File: src/rtl/ps2_scancode_rx.sv
// PS/2 keyboard receiver: synchronises and filters the raw keyboard lines, checks each
// 11-bit frame and decodes make/break/extended prefixes into a held scancode level.
module ps2_scancode_rx #(
   parameter int FILTER_LEN = 4,
   parameter int TIMEOUT    = 2500
) (
   input  logic       reset,
   input  logic       clkdiv4,
   input  logic       ps2_clk,
   input  logic       ps2_data,
   output logic [7:0] scancode,
   output logic       valid,
   output logic       key_up,
   output logic       extended,
   output logic       frame_err
);

   localparam int FW = $clog2(FILTER_LEN + 1);
   localparam int TW = $clog2(TIMEOUT + 1);
   localparam logic [FW-1:0] FILT_LAST = FW'(FILTER_LEN - 1);
   localparam logic [TW-1:0] TO_LAST   = TW'(TIMEOUT - 1);

   localparam logic [1:0] IDLE   = 2'd0;
   localparam logic [1:0] DATA   = 2'd1;
   localparam logic [1:0] PARITY = 2'd2;
   localparam logic [1:0] STOP   = 2'd3;

   logic          clk_s1, clk_s2, dat_s1, dat_s2;
   logic          filt;
   logic [FW-1:0] fcnt;
   logic          fall;
   logic [1:0]    state;
   logic [2:0]    bitcnt;
   logic [7:0]    shreg;
   logic          par;
   logic [TW-1:0] tcnt;
   logic          brk, ext;

   // Odd parity over data and parity bit, plus a high stop bit.
   function automatic logic frame_ok(input logic [7:0] d, input logic p, input logic stop);
      return (^{d, p}) & stop;
   endfunction

   // Both lines idle high, so the synchronisers reset to 1.
   always_ff @(posedge clkdiv4 or posedge reset) begin
      if (reset) begin
         clk_s1 <= 1'b1;
         clk_s2 <= 1'b1;
         dat_s1 <= 1'b1;
         dat_s2 <= 1'b1;
      end else begin
         clk_s1 <= ps2_clk;
         clk_s2 <= clk_s1;
         dat_s1 <= ps2_data;
         dat_s2 <= dat_s1;
      end
   end

   // Filtered clock flips after FILTER_LEN consecutive differing samples; fall is registered.
   always_ff @(posedge clkdiv4 or posedge reset) begin
      if (reset) begin
         filt <= 1'b1;
         fcnt <= '0;
         fall <= 1'b0;
      end else begin
         fall <= 1'b0;
         if (clk_s2 == filt) begin
            fcnt <= '0;
         end else if (fcnt == FILT_LAST) begin
            filt <= clk_s2;
            fcnt <= '0;
            fall <= filt;
         end else begin
            fcnt <= fcnt + 1'b1;
         end
      end
   end

   always_ff @(posedge clkdiv4) begin
      if (fall && state == DATA)
         shreg <= {dat_s2, shreg[7:1]};
      if (fall && state == PARITY)
         par <= dat_s2;
   end

   always_ff @(posedge clkdiv4 or posedge reset) begin
      if (reset) begin
         state     <= IDLE;
         bitcnt    <= '0;
         tcnt      <= '0;
         brk       <= 1'b0;
         ext       <= 1'b0;
         scancode  <= 8'h00;
         extended  <= 1'b0;
         valid     <= 1'b0;
         key_up    <= 1'b0;
         frame_err <= 1'b0;
      end else begin
         valid     <= 1'b0;
         key_up    <= 1'b0;
         frame_err <= 1'b0;
         if (state != IDLE && !fall && tcnt == TO_LAST) begin
            // Abandoned partial frame: prefixes no longer belong to a known sequence.
            state     <= IDLE;
            tcnt      <= '0;
            frame_err <= 1'b1;
            brk       <= 1'b0;
            ext       <= 1'b0;
         end else begin
            if (state == IDLE || fall)
               tcnt <= '0;
            else
               tcnt <= tcnt + 1'b1;
            if (fall) begin
               case (state)
                  IDLE: begin
                     if (!dat_s2) begin
                        state  <= DATA;
                        bitcnt <= '0;
                     end
                  end
                  DATA: begin
                     bitcnt <= bitcnt + 1'b1;
                     if (bitcnt == 3'd7)
                        state <= PARITY;
                  end
                  PARITY: state <= STOP;
                  STOP: begin
                     state <= IDLE;
                     if (!frame_ok(shreg, par, dat_s2)) begin
                        frame_err <= 1'b1;
                     end else if (shreg == 8'hF0) begin
                        brk <= 1'b1;
                     end else if (shreg == 8'hE0) begin
                        ext <= 1'b1;
                     end else if (brk) begin
                        key_up <= 1'b1;
                        brk    <= 1'b0;
                        ext    <= 1'b0;
                     end else begin
                        scancode <= shreg;
                        extended <= ext;
                        valid    <= 1'b1;
                        ext      <= 1'b0;
                     end
                  end
                  default: state <= IDLE;
               endcase
            end
         end
      end
   end

endmodule

File: config.mk
export PLATFORM = sky130hd
export DESIGN_NAME = ps2_scancode_rx
export DESIGN_NICKNAME = d
export VERILOG_FILES = /design/src/rtl/ps2_scancode_rx.sv
export SDC_FILE = /design/constraint.sdc
export NUM_CORES = 1
export LEC_CHECK = 0
export ABC_AREA = 1
export BUFFER_PORTS_ARGS = -buffer_cell sky130_fd_sc_hd__buf_2
export CELL_PAD_IN_SITES_DETAIL_PLACEMENT = 0
export CELL_PAD_IN_SITES_GLOBAL_PLACEMENT = 1
export CORE_MARGIN = 4
export CORE_UTILIZATION = 40
export DETAILED_ROUTE_END_ITERATION = 6
export PLACE_DENSITY_LB_ADDON = 0.05
export SETUP_SLACK_MARGIN = 0.3
export SLEW_MARGIN = 20
export SYNTH_ARGS = -nofsm -noshare
export SYNTH_HDL_FRONTEND = slang
export SYNTH_SLANG_ARGS = --single-unit
File: constraint.sdc
create_clock -name clkdiv4 -period 2.56 [get_ports clkdiv4]
set_clock_uncertainty 0.15 [all_clocks]
set_input_delay 0.384 -clock clkdiv4 [delete_from_list [all_inputs] [get_ports clkdiv4]]
set_output_delay 0.384 -clock clkdiv4 [all_outputs]
set_load 0.05 [all_outputs]
==> results of run 1 <==
## Yosys cell counts, drive strengths merged
master	number	area, µm²
buf	1	11.3
a21oi	4	20.0
inv	44	165
o21ai	5	25.0
nor4	5	52.6
a21boi	1	7.51
nor3b	1	7.51
o211ai	1	7.51
nor3	13	75.1
xor2	2	17.5
ha	8	100
o22ai	1	6.26
dfstp	5	131
or2	1	6.26
o31ai	1	7.51
dfrtp	35	876
xnor2	1	8.76
a22o	2	17.5
nand2	73	310
edfxtp	9	270
nand3	27	158
nor2	19	113
nand4	5	31.3
a31oi	1	6.26
## power by group
group,total [mW],switching [mW],internal [mW]
Sequential,0.896,0.0406,0.855
Clock,0.472,0.253,0.219
Combinational,0.312,0.201,0.111
Total,1.68,0.494,1.19
## logic make-up after synthesis
logic type | count (synthesis)
buffers and inverters | 45
and+or+nand+nor | 144
DFF | 49
adders and majority gates | 8
AOI/OAI and AO/OA | 16
xor gates and xnor gates | 3
## worst max-delay path: stages, from the launching register on
cell and delay [ns]:
dfrtp_1 0.41, inv_1 0.10, ha_1 0.26, nor2_4 0.06, inv_2 0.12, nor4_2 0.07
nand2_2 0.12, nand2_2 0.08, nor2_4 0.27, nand2_8 0.11, nand2_1 0.07, nand2_1 0.05
## per-layer routing
metal | vias to the layer above | share of wire (%) | global-route usage, %
met1 | 819 | 46 | 17.0
met2 | 16 | 51 | 24.0
met5 | - | 0 | 0
met4 | 0 | 0.64 | 3.45
met3 | 2 | 2.7 | 3.17
li1 | 900 | - | -
## worst max-delay path by stage
stage,start,to,slack (ns),cells past startpoint
2_1_floorplan,state[0],extended,0.77,11
3_3_place_gp,state[0],scancode[4],0.64,11
3_5_place_dp,state[0],extended,0.58,11
4_1_cts,state[0],extended,0.56,11
5_1_grt,state[0],extended,0.39,11
6_report,state[0],scancode[7],0.58,11
## state kept, by name, indices dropped and copies added, names as in the netlist
signal and cells:
tcnt 12, scancode 8, shreg 8, bitcnt 3, fcnt 3, state 2, brk 1, clk_s1 1
clk_s2 1, dat_s1 1, dat_s2 1, ext 1, extended 1, fall 1, filt 1, frame_err 1
key_up 1, par 1, valid 1
## placed cells by master (no fill, tap or decap), types with 4 or more instances in the layout
cell type	n
inv_1	39
o21ai_0	5
nand4_1	5
nor3_1	11
nand2_2	8
dfstp_2	5
ha_1	8
nand3_1	24
edfxtp_1	9
a21oi_1	4
dfrtp_1	35
inv_2	4
buf_2	15
nand2_1	64
nor2_1	14
clkbuf_8	6
## layout make-up
class / count / area [µm²] / area share [%]
flip-flops and latches: 49 / 1280 / 47.4
clock buffers: 6 / 82.6 / 3.07
clock inverters: 2 / 13.8 / 0.511
multi-input cells: 171 / 977 / 36.3
repair buffers: 16 / 82.6 / 3.07
well taps: 75 / 93.8 / 3.49
inverters: 44 / 165 / 6.13
## through the flow
step	hold WS, ns	setup WS [ns]	utilization (%)	cells
floorplan	0.195	0.774	-	265
global placement	0.196	0.638	43.9	355
detailed placement	0.198	0.581	43.9	355
CTS	0.0165	0.562	45.5	363
global route	0.00440	0.389	45.5	363
finish	0.0306	0.585	45.5	363
==> run_results.csv, run 1 <==
group,metric,value,unit
min_path,min-delay-start,"ps2_data",
pwr,power_density,624,nW/µm²
min_path,min_to,"dat_s1",
sta,worst_pin_slew,0.510,ns
layout,fin_area,2690,µm²
synth,synth_xor_area_share,1.08,%
global_routing,grt_pass1_wl,7980,µm
synth,yosysWarningCount,0,
sta,post-route-period-util,77.2,%
placement,placed_area,2600,µm²
floorplan,io_pins,16,
pwr,p_total,1.68,mW
synth,synthAdderAreaFrac,4.12,%
global_routing,grt-ovfl-total,0,
synth,yosysSeqAreaShare,52.5,%
clock_network,post_cts_resized,0,
floorplan,die_width,86.0,µm
synth,synth-seq-cells,49,
global_routing,grt_max_degree,41,
synth,netlist_area,2430,µm²
sta,fmaxAchievable,506,MHz
clock_network,numCtsBuffers,5,
critical_path,critPathKind,"reg -> reg",
routing,initialDrtViolationCount,71,
clock_network,htreeDepth,2,
critical_path,r2r_cells,11,
floorplan,core_area,5920,µm²
flow_run,cap_violations,0,
critical_path,reg2reg_slack,0.58,ns
pwr,leakage,1.37,nW
synth,synthSimpleGateAreaFrac,31.0,%
clock_network,cts.sinks,49,
layout,final_nets,299,
critical_path,startpoint_type,"flip-flop",
routing,ant_nets,0,
synth,yosys.cell_types.count,35,
sta,post-route-min-period,1.98,ns
layout,fill_cells,607,
synth,synth_top_family_by_area,"simple AND/OR/NAND/NOR gates",
routing,routedWlPerCell,12.6,µm
min_path,hold_class,"in -> reg",
pwr,ir_drop,0.330,mV
floorplan,die_area,7390,µm²
clock_network,cts_root_buf,"clkbuf_8",
sta,finalSetupViolCount,0,
floorplan,start_util,41.1,%
critical_path,end_kind,"flip-flop",
synth,muxShareOfSynthArea,0,%
critical_path,r2r-end,"scancode[7]",
critical_path,critical_path_required,2.60,ns
sta,hold_viol_final,0,
layout,area_delta_synth_final,10.8,%
floorplan,die_y,86.0,µm
placement,io_buffers,15,
layout,drive_gt1_share,18.8,%
clock_network,post_cts_buffers,0,
routing,wl,4560,µm
critical_path,arrival,2.02,ns
critical_path,rr_startpoint,"state[0]",
routing,post_drt_via_cell_ratio,4.79,
synth,syn_nets,277,
clock_network,cts_hold_buf,0,
synth,syn_inst,265,
outcome,status,"completed",
sta,relSlewSlack,66.0,%
placement,gp_congestion,0.750,
global_routing,grt_util_all_layers,13.7,%
global_routing,antenna_found_initial,0,
clock_network,clk-insertion-delay-late,0.29,ns
sta,rsz0062_at_grt,"false",
floorplan,rows,28,
synth,synth-compound-area-share,4.01,%
routing,dr.pass1.iters,4,
min_path,min_path_cells,1,
sta,slew_viol_final,0,
sta,tns,0,ns
placement,post-dp-hpwl,3470,µm
routing,drt_drc_violations_left,0,
global_routing,grt_pass1_vias,1728,
clock_network,cts_tree,"built",
layout,antenna_cells,0,
synth,post_synth.cell_area_avg,9.17,µm²
clock_network,clk_pin_slew,0.09,ns
clock_network,cts.path.max_buffers,2,
critical_path,crit_fanout,10,
routing,vias,1737,
No activity file was read; power rests on OpenSTA's default activity.
==> inputs of run 2 (changes only) <==
- ABC_AREA: 1 -> 0
- clock period: 2.56 -> 1.9 ns (I/O delays scaled with it)
==> run 2 against run 1 <==
  * The run now ends with setup timing left
  * Sequential cell count unchanged
  * Combinational power increased by 81%
  * First-iteration DRC count decreased by 30%
  * Clock power grew 26%
  * Clock-buffer cell count shrank 1
  * Die area decreased by 7.1%
  * Total power grew 40%
  * Cell count down 14%
  * Maximum frequency decreased by 2.2%
  * Area after synthesis fell by 7.8%
  * Design area increased by 16%
  * Critical endpoint is now scancode[0]
==> run_results.csv, run 2 <==
group,metric,value,unit
outcome,status,"complete, but fails checks",
outcome,violations,"setup timing",
pwr,ir_drop,0.473,mV
layout,fin_area,3110,µm²
layout,area_delta_synth_final,38.8,%
critical_path,critPathKind,"reg -> reg",
synth,synthArstFlopShare,81.6,%
placement,placed_area,2600,µm²
pwr,p_switching,0.676,mW
pwr,leakage,1.41,nW
min_path,min-delay-start,"clk_s1",
sta,finalSetupViolCount,13,
synth,synth_largest_area_cell,"dfrtp_1",
sta,tns,-1.26,ns
sta,fin_ws,-0.119,ns
sta,worst_pin_slew,0.509,ns
global_routing,grt_util_all_layers,14.1,%
sta,post-route-min-period,2.02,ns
critical_path,reg2reg_slack,-0.12,ns
critical_path,end_kind,"flip-flop",
layout,mostFrequentLayoutCell,"dfrtp_1",
critical_path,startpoint_type,"flip-flop",
critical_path,slowest_stage,"xnor3_2",
layout,post-route-util,59.0,%
routing,wl,4490,µm
synth,yosysWarningCount,0,
layout,largest_register,"tcnt",
synth,synthMostInstantiatedCell,"dfrtp_1",
layout,largest_register_ffs,12,
floorplan,start_util,42.5,%
floorplan,die_y,82.9,µm
clock_network,cts_root_buf,"clkbuf_8",
clock_network,htreeDepth,2,
routing,ant_nets,0,
min_path,hold_class,"reg -> reg",
clock_network,clk_pin_slew,0.09,ns
pwr,p_int,1.68,mW
critical_path,crit_fanout,6,
routing,drt_drc_violations_left,0,
sta,relSlewSlack,66.1,%
synth,synth-seq-cells,49,
synth,synth_top_area_share,39.1,%
placement,place_ws,-0.145,ns
critical_path,rr_startpoint,"shreg[4]",
synth,synth_commonest_cells,"dfrtp_1, nor2_1, mux2_2",
placement,io_buffers,15,
sta,whs,0.212,ns
layout,fill_cells,476,
pwr,power_frac_seq,50.7,%
floorplan,die_area,6870,µm²
flow_run,cap_violations,0,
critical_path,r2r_cells,5,
pwr,comb_power_share,24.0,%
synth,synthFlopType,"dfrtp_1",
critical_path,path_cells,"xnor2_1 > xnor3_2 > mux2i_4 > buf_6 > mux2_4",
layout,antenna_cells,0,
floorplan,rows,26,
critical_path,arrival,2.05,ns
synth,syn_nets,190,
synth,yosys.cell_types.count,39,
routing,dr.pass1.iters,4,
global_routing,grt_pass1_wl,7870,µm
clock_network,clk-insertion-delay-late,0.30,ns
global_routing,grt_pass1_vias,1610,
pwr,p_total,2.36,mW
global_routing,grt_max_degree,41,
placement,post-dp-hpwl,3130,µm
clock_network,cts.sinks,49,
placement,gp_congestion,0.803,
global_routing,antenna_found_initial,0,
critical_path,critical_path_required,1.93,ns
synth,post_synth.cell_area_avg,12.6,µm²
routing,vias,1534,
pwr,clock_power_share,25.3,%
sta,rsz0062_at_grt,"true",
clock_network,cts_tree,"built",
routing,initialDrtViolationCount,50,
synth,netlist_area,2240,µm²
sta,post-route-period-util,106,%
sta,hold_viol_final,0,
clock_network,cts.path.max_buffers,2,
layout,layoutNonFillerInstCount,311,
pwr,power_density,757,nW/µm²
pwr,swShare,28.7,%
floorplan,die_width,82.9,µm
clock_network,numCtsBuffers,5,
floorplan,io_pins,16,
floorplan,core_area,5270,µm²
routing,routedWlPerCell,14.5,µm
global_routing,grt-ovfl-total,0,
synth,yosys-top-cells-area,"dfrtp_1, edfxtp_1, dfstp_2",
layout,top_regs,"tcnt: 12 flops, scancode: 8 flops, shreg: 8 flops",
critical_path,r2r-end,"scancode[0]",
min_path,min_path_cells,0,
routing,post_drt_via_cell_ratio,4.93,
sta,fmaxAchievable,495,MHz
synth,synth_edf_count,9,
min_path,min_to,"clk_s2",
layout,most-common-layout-cells,"dfrtp_1, buf_4, nor2_1, buf_2, mux2_4",
placement,placed_cells,284,
synth,syn_inst,178,
critical_path,cp_slowest_stage_delay,0.49,ns
layout,final_nets,252,
sta,slew_viol_final,0,
layout,drive_gt1_share,47.7,%
synth,yosysSeqAreaShare,57.0,%
-- run 2: worst max-delay path by stage --
| stage | from | end | slack [ns] | depth (start not counted) |
|---|---|---|---|---|
| floorplan | shreg[4] | extended | -0.14 | 4 |
| global placement | shreg[5] | extended | -0.10 | 5 |
| detailed placement | shreg[4] | scancode[4] | -0.15 | 5 |
| CTS | shreg[4] | scancode[3] | -0.14 | 5 |
| global route | shreg[5] | scancode[0] | -0.18 | 5 |
| finish | shreg[4] | scancode[0] | -0.12 | 5 |
-- run 2: repair_timing --
item | in CTS | in global routing
buffers inserted | 9 | 7
setup endpoints to repair | 38 | 37
hold buffers | 3 | 0
resized for setup | 45 | 22
pin swaps | 4 | 7
hold endpoints to repair | 37 | 0
-- run 2: final cells by class --
class	instances	area, µm²	area share, %
multi-input combinational	119	1180	37.8
clock buffer	5	68.8	2.21
sequential	49	1280	41.1
timing repair buffer	58	448	14.4
clock inverter	3	17.5	0.563
inverter	7	33.8	1.09
tap	70	87.6	2.81
-- run 2: metal layers --
metal | global-route usage [%] | vias up | routed length (µm)
met3 | 2.67 | 8 | 121
met5 | 0 | - | 0
met1 | 18.5 | 749 | 2120
li1 | - | 755 | -
met4 | 4.90 | 0 | 69
met2 | 23.3 | 22 | 2180
-- run 2: logic make-up (layout without fill, tap and decap cells) --
group,Yosys count,in the layout,share of synthesized area [%]
xor+xnor,17,17,8.59
fa+ha+maj,8,8,4.46
flops,49,49,57.0
compound gates,20,20,5.80
mux,15,15,7.87
buf+inv,10,73,1.67
simple gates,59,59,14.6
-- run 2: worst max-delay path: cells and delay by family (launching register included) --
family | cells | cell delay (ns)
buffers and inverters | 1 | 0.17
muxes | 2 | 0.51
xor gates and xnor gates | 2 | 0.66
DFF | 1 | 0.41
-- run 2: power groups by stage --
| stage | combinational [mW] | sequential, mW | clock, mW |
|---|---|---|---|
| floorplan | 0.226 | 1.20 | 0 |
| global placement | 0.319 | 1.20 | 0 |
| detailed placement | 0.336 | 1.21 | 0 |
| CTS | 0.519 | 1.19 | 0.624 |
| global route | 0.629 | 1.21 | 0.669 |
| finish | 0.566 | 1.19 | 0.595 |
==> inputs of run 3 (changes only) <==
- ABC_AREA: 0 -> 1
==> run 3 against run 2 <==
  * The flow now finishes without violations
  * Via count up 27%
  * Routed wire length grew 17%
  * Worst hold slack worse by 0.0036 ns
  * Die area is 7.6% higher
  * Sequential power hardly changed
  * Clock power up 22%
  * Sequential share of layout area down 2.9 points
  * Global-route usage rose by 1.0 points
  * Setup slack better by 0.22 ns
  * Largest cell class unchanged
  * Highest routed layer unchanged
==> run_results.csv, run 3 (synthesis results as in run 1) <==
group,metric,value,unit
pwr,p_switching,0.797,mW
routing,ant_nets,0,
floorplan,die_y,86.0,µm
layout,antenna_cells,0,
sta,worst_pin_slew,0.508,ns
layout,fin_area,3350,µm²
pwr,power_density,809,nW/µm²
clock_network,cts.path.max_buffers,2,
critical_path,arrival,1.84,ns
global_routing,grt_pass1_vias,1936,
floorplan,io_pins,16,
critical_path,reg2reg_slack,0.10,ns
placement,place_ws,0.0501,ns
global_routing,grt_max_degree,41,
sta,post-route-period-util,94.5,%
routing,routedWlPerCell,12.9,µm
layout,most-common-layout-cells,"nand2_1, buf_4, dfrtp_1",
pwr,leakage,1.61,nW
pwr,power_frac_seq,44.6,%
routing,dr.pass1.iters,4,
sta,relSlewSlack,66.1,%
clock_network,cts.sinks,49,
critical_path,startpoint_type,"flip-flop",
sta,finalSetupViolCount,0,
pwr,comb_power_share,28.5,%
global_routing,busiest_layer,"met2",
routing,post_drt_via_cell_ratio,4.76,
global_routing,grt-ovfl-total,0,
sta,hold_viol_final,0,
placement,placed_area,2650,µm²
floorplan,start_util,41.1,%
floorplan,core_area,5920,µm²
pwr,p_int,1.91,mW
critical_path,end_kind,"flip-flop",
layout,mostFrequentLayoutCell,"nand2_1",
layout,drive_gt1_share,46.2,%
layout,area_delta_synth_final,37.7,%
global_routing,grt_util_met2,26.7,%
pwr,clock_power_share,26.9,%
global_routing,met3_usage,3.27,%
layout,top_regs,"tcnt: 12 flops, scancode: 8 flops, shreg: 8 flops",
routing,vias,1943,
placement,io_buffers,15,
critical_path,critical_path_required,1.95,ns
placement,post-dp-hpwl,3370,µm
placement,gp_congestion,0.726,
min_path,hold_class,"reg -> reg",
sta,slew_viol_final,0,
layout,largest_register_ffs,12,
global_routing,grt_util_met1,18.1,%
floorplan,rows,28,
sta,tns,0,ns
clock_network,cts_root_buf,"clkbuf_8",
global_routing,antenna_found_initial,0,
layout,final_nets,344,
clock_network,clk_pin_slew,0.09,ns
flow_run,cap_violations,0,
critical_path,critPathKind,"reg -> reg",
sta,fmaxAchievable,557,MHz
sta,fin_ws,0.104,ns
floorplan,die_width,86.0,µm
floorplan,die_area,7390,µm²
global_routing,grt_util_all_layers,15.1,%
routing,wl,5250,µm
clock_network,numCtsBuffers,5,
sta,rsz0062_at_grt,"true",
critical_path,crit_fanout,6,
clock_network,htreeDepth,2,
pwr,ir_drop,0.490,mV
routing,initialDrtViolationCount,54,
clock_network,clk-insertion-delay-late,0.30,ns
sta,post-route-min-period,1.80,ns
outcome,status,"completed",
clock_network,cts_tree,"built",
pwr,swShare,29.4,%
global_routing,grt_pass1_wl,8780,µm
routing,drt_drc_violations_left,0,
layout,largest_register,"tcnt",
run 3: power groups by stage:
stage	sequential, mW	combinational, mW	clock (mW)
floorplan	1.22	0.378	0
global placement	1.23	0.473	0
detailed placement	1.23	0.478	0
CTS	1.21	0.665	0.755
global route	1.22	0.871	0.803
finish	1.21	0.772	0.728
run 3: area by class of cell:
type                       count  area (µm²)
multi-input combinational    175        1260
clock buffer                   6        72.6
sequential                    49        1280
timing repair buffer          57         430
inverter                      44         173
clock inverter                 2        35.0
fill                         519        2570
tap                           75        93.8
run 3: through the flow:
| stage | cells | hold WS, ns | util [%] | power (mW) |
|---|---|---|---|---|
| 2_1_floorplan | 265 | 0.139 | - | 1.60 |
| 3_3_place_gp | 359 | 0.195 | 44.8 | 1.70 |
| 3_5_place_dp | 359 | 0.197 | 44.8 | 1.70 |
| 4_1_cts | 395 | 0.209 | 51.6 | 2.63 |
| 5_1_grt | 408 | 0.216 | 56.5 | 2.89 |
| 6_report | 408 | 0.208 | 56.5 | 2.71 |
run 3: critical path, cell delays in order, from the launching register on:
cell and delay, ns:
edfxtp_1 0.40, inv_2 0.05, buf_4 0.13, nand4_1 0.14, nor3_2 0.08, nor2_2 0.17
nand2_4 0.08, nor2_4 0.26, nand2_4 0.12, nand2_1 0.08, nand2_1 0.04
run 3: path summary, 6_finish.rpt:
| path | startpoint | end | cells after the start |
|---|---|---|---|
| max in group asynchronous | reset | tcnt[3] | 4 |
| setup reg to reg | shreg[0] | scancode[4] | 10 |
| min in group asynchronous | reset | tcnt[11] | 4 |
| hold / removal | clk_s1 | clk_s2 | 0 |
| hold reg to reg | clk_s1 | clk_s2 | 0 |
| setup / recovery | shreg[0] | scancode[4] | 10 |
run 3: layer usage:
metal,vias to the layer above,part of all wire (%)
li1,1002,-
met1,921,45
met2,14,52
met3,6,2.0
met4,0,1.3
met5,-,0
run 3: timing repair:
item / CTS / global route
gates cloned: 3 / 1
hold endpoints to repair: 37 / 0
resized for setup: 21 / 51
hold buffers: 3 / 0
setup endpoints to repair: 25 / 37
buffers inserted: 22 / 12
pin swaps: 13 / 16
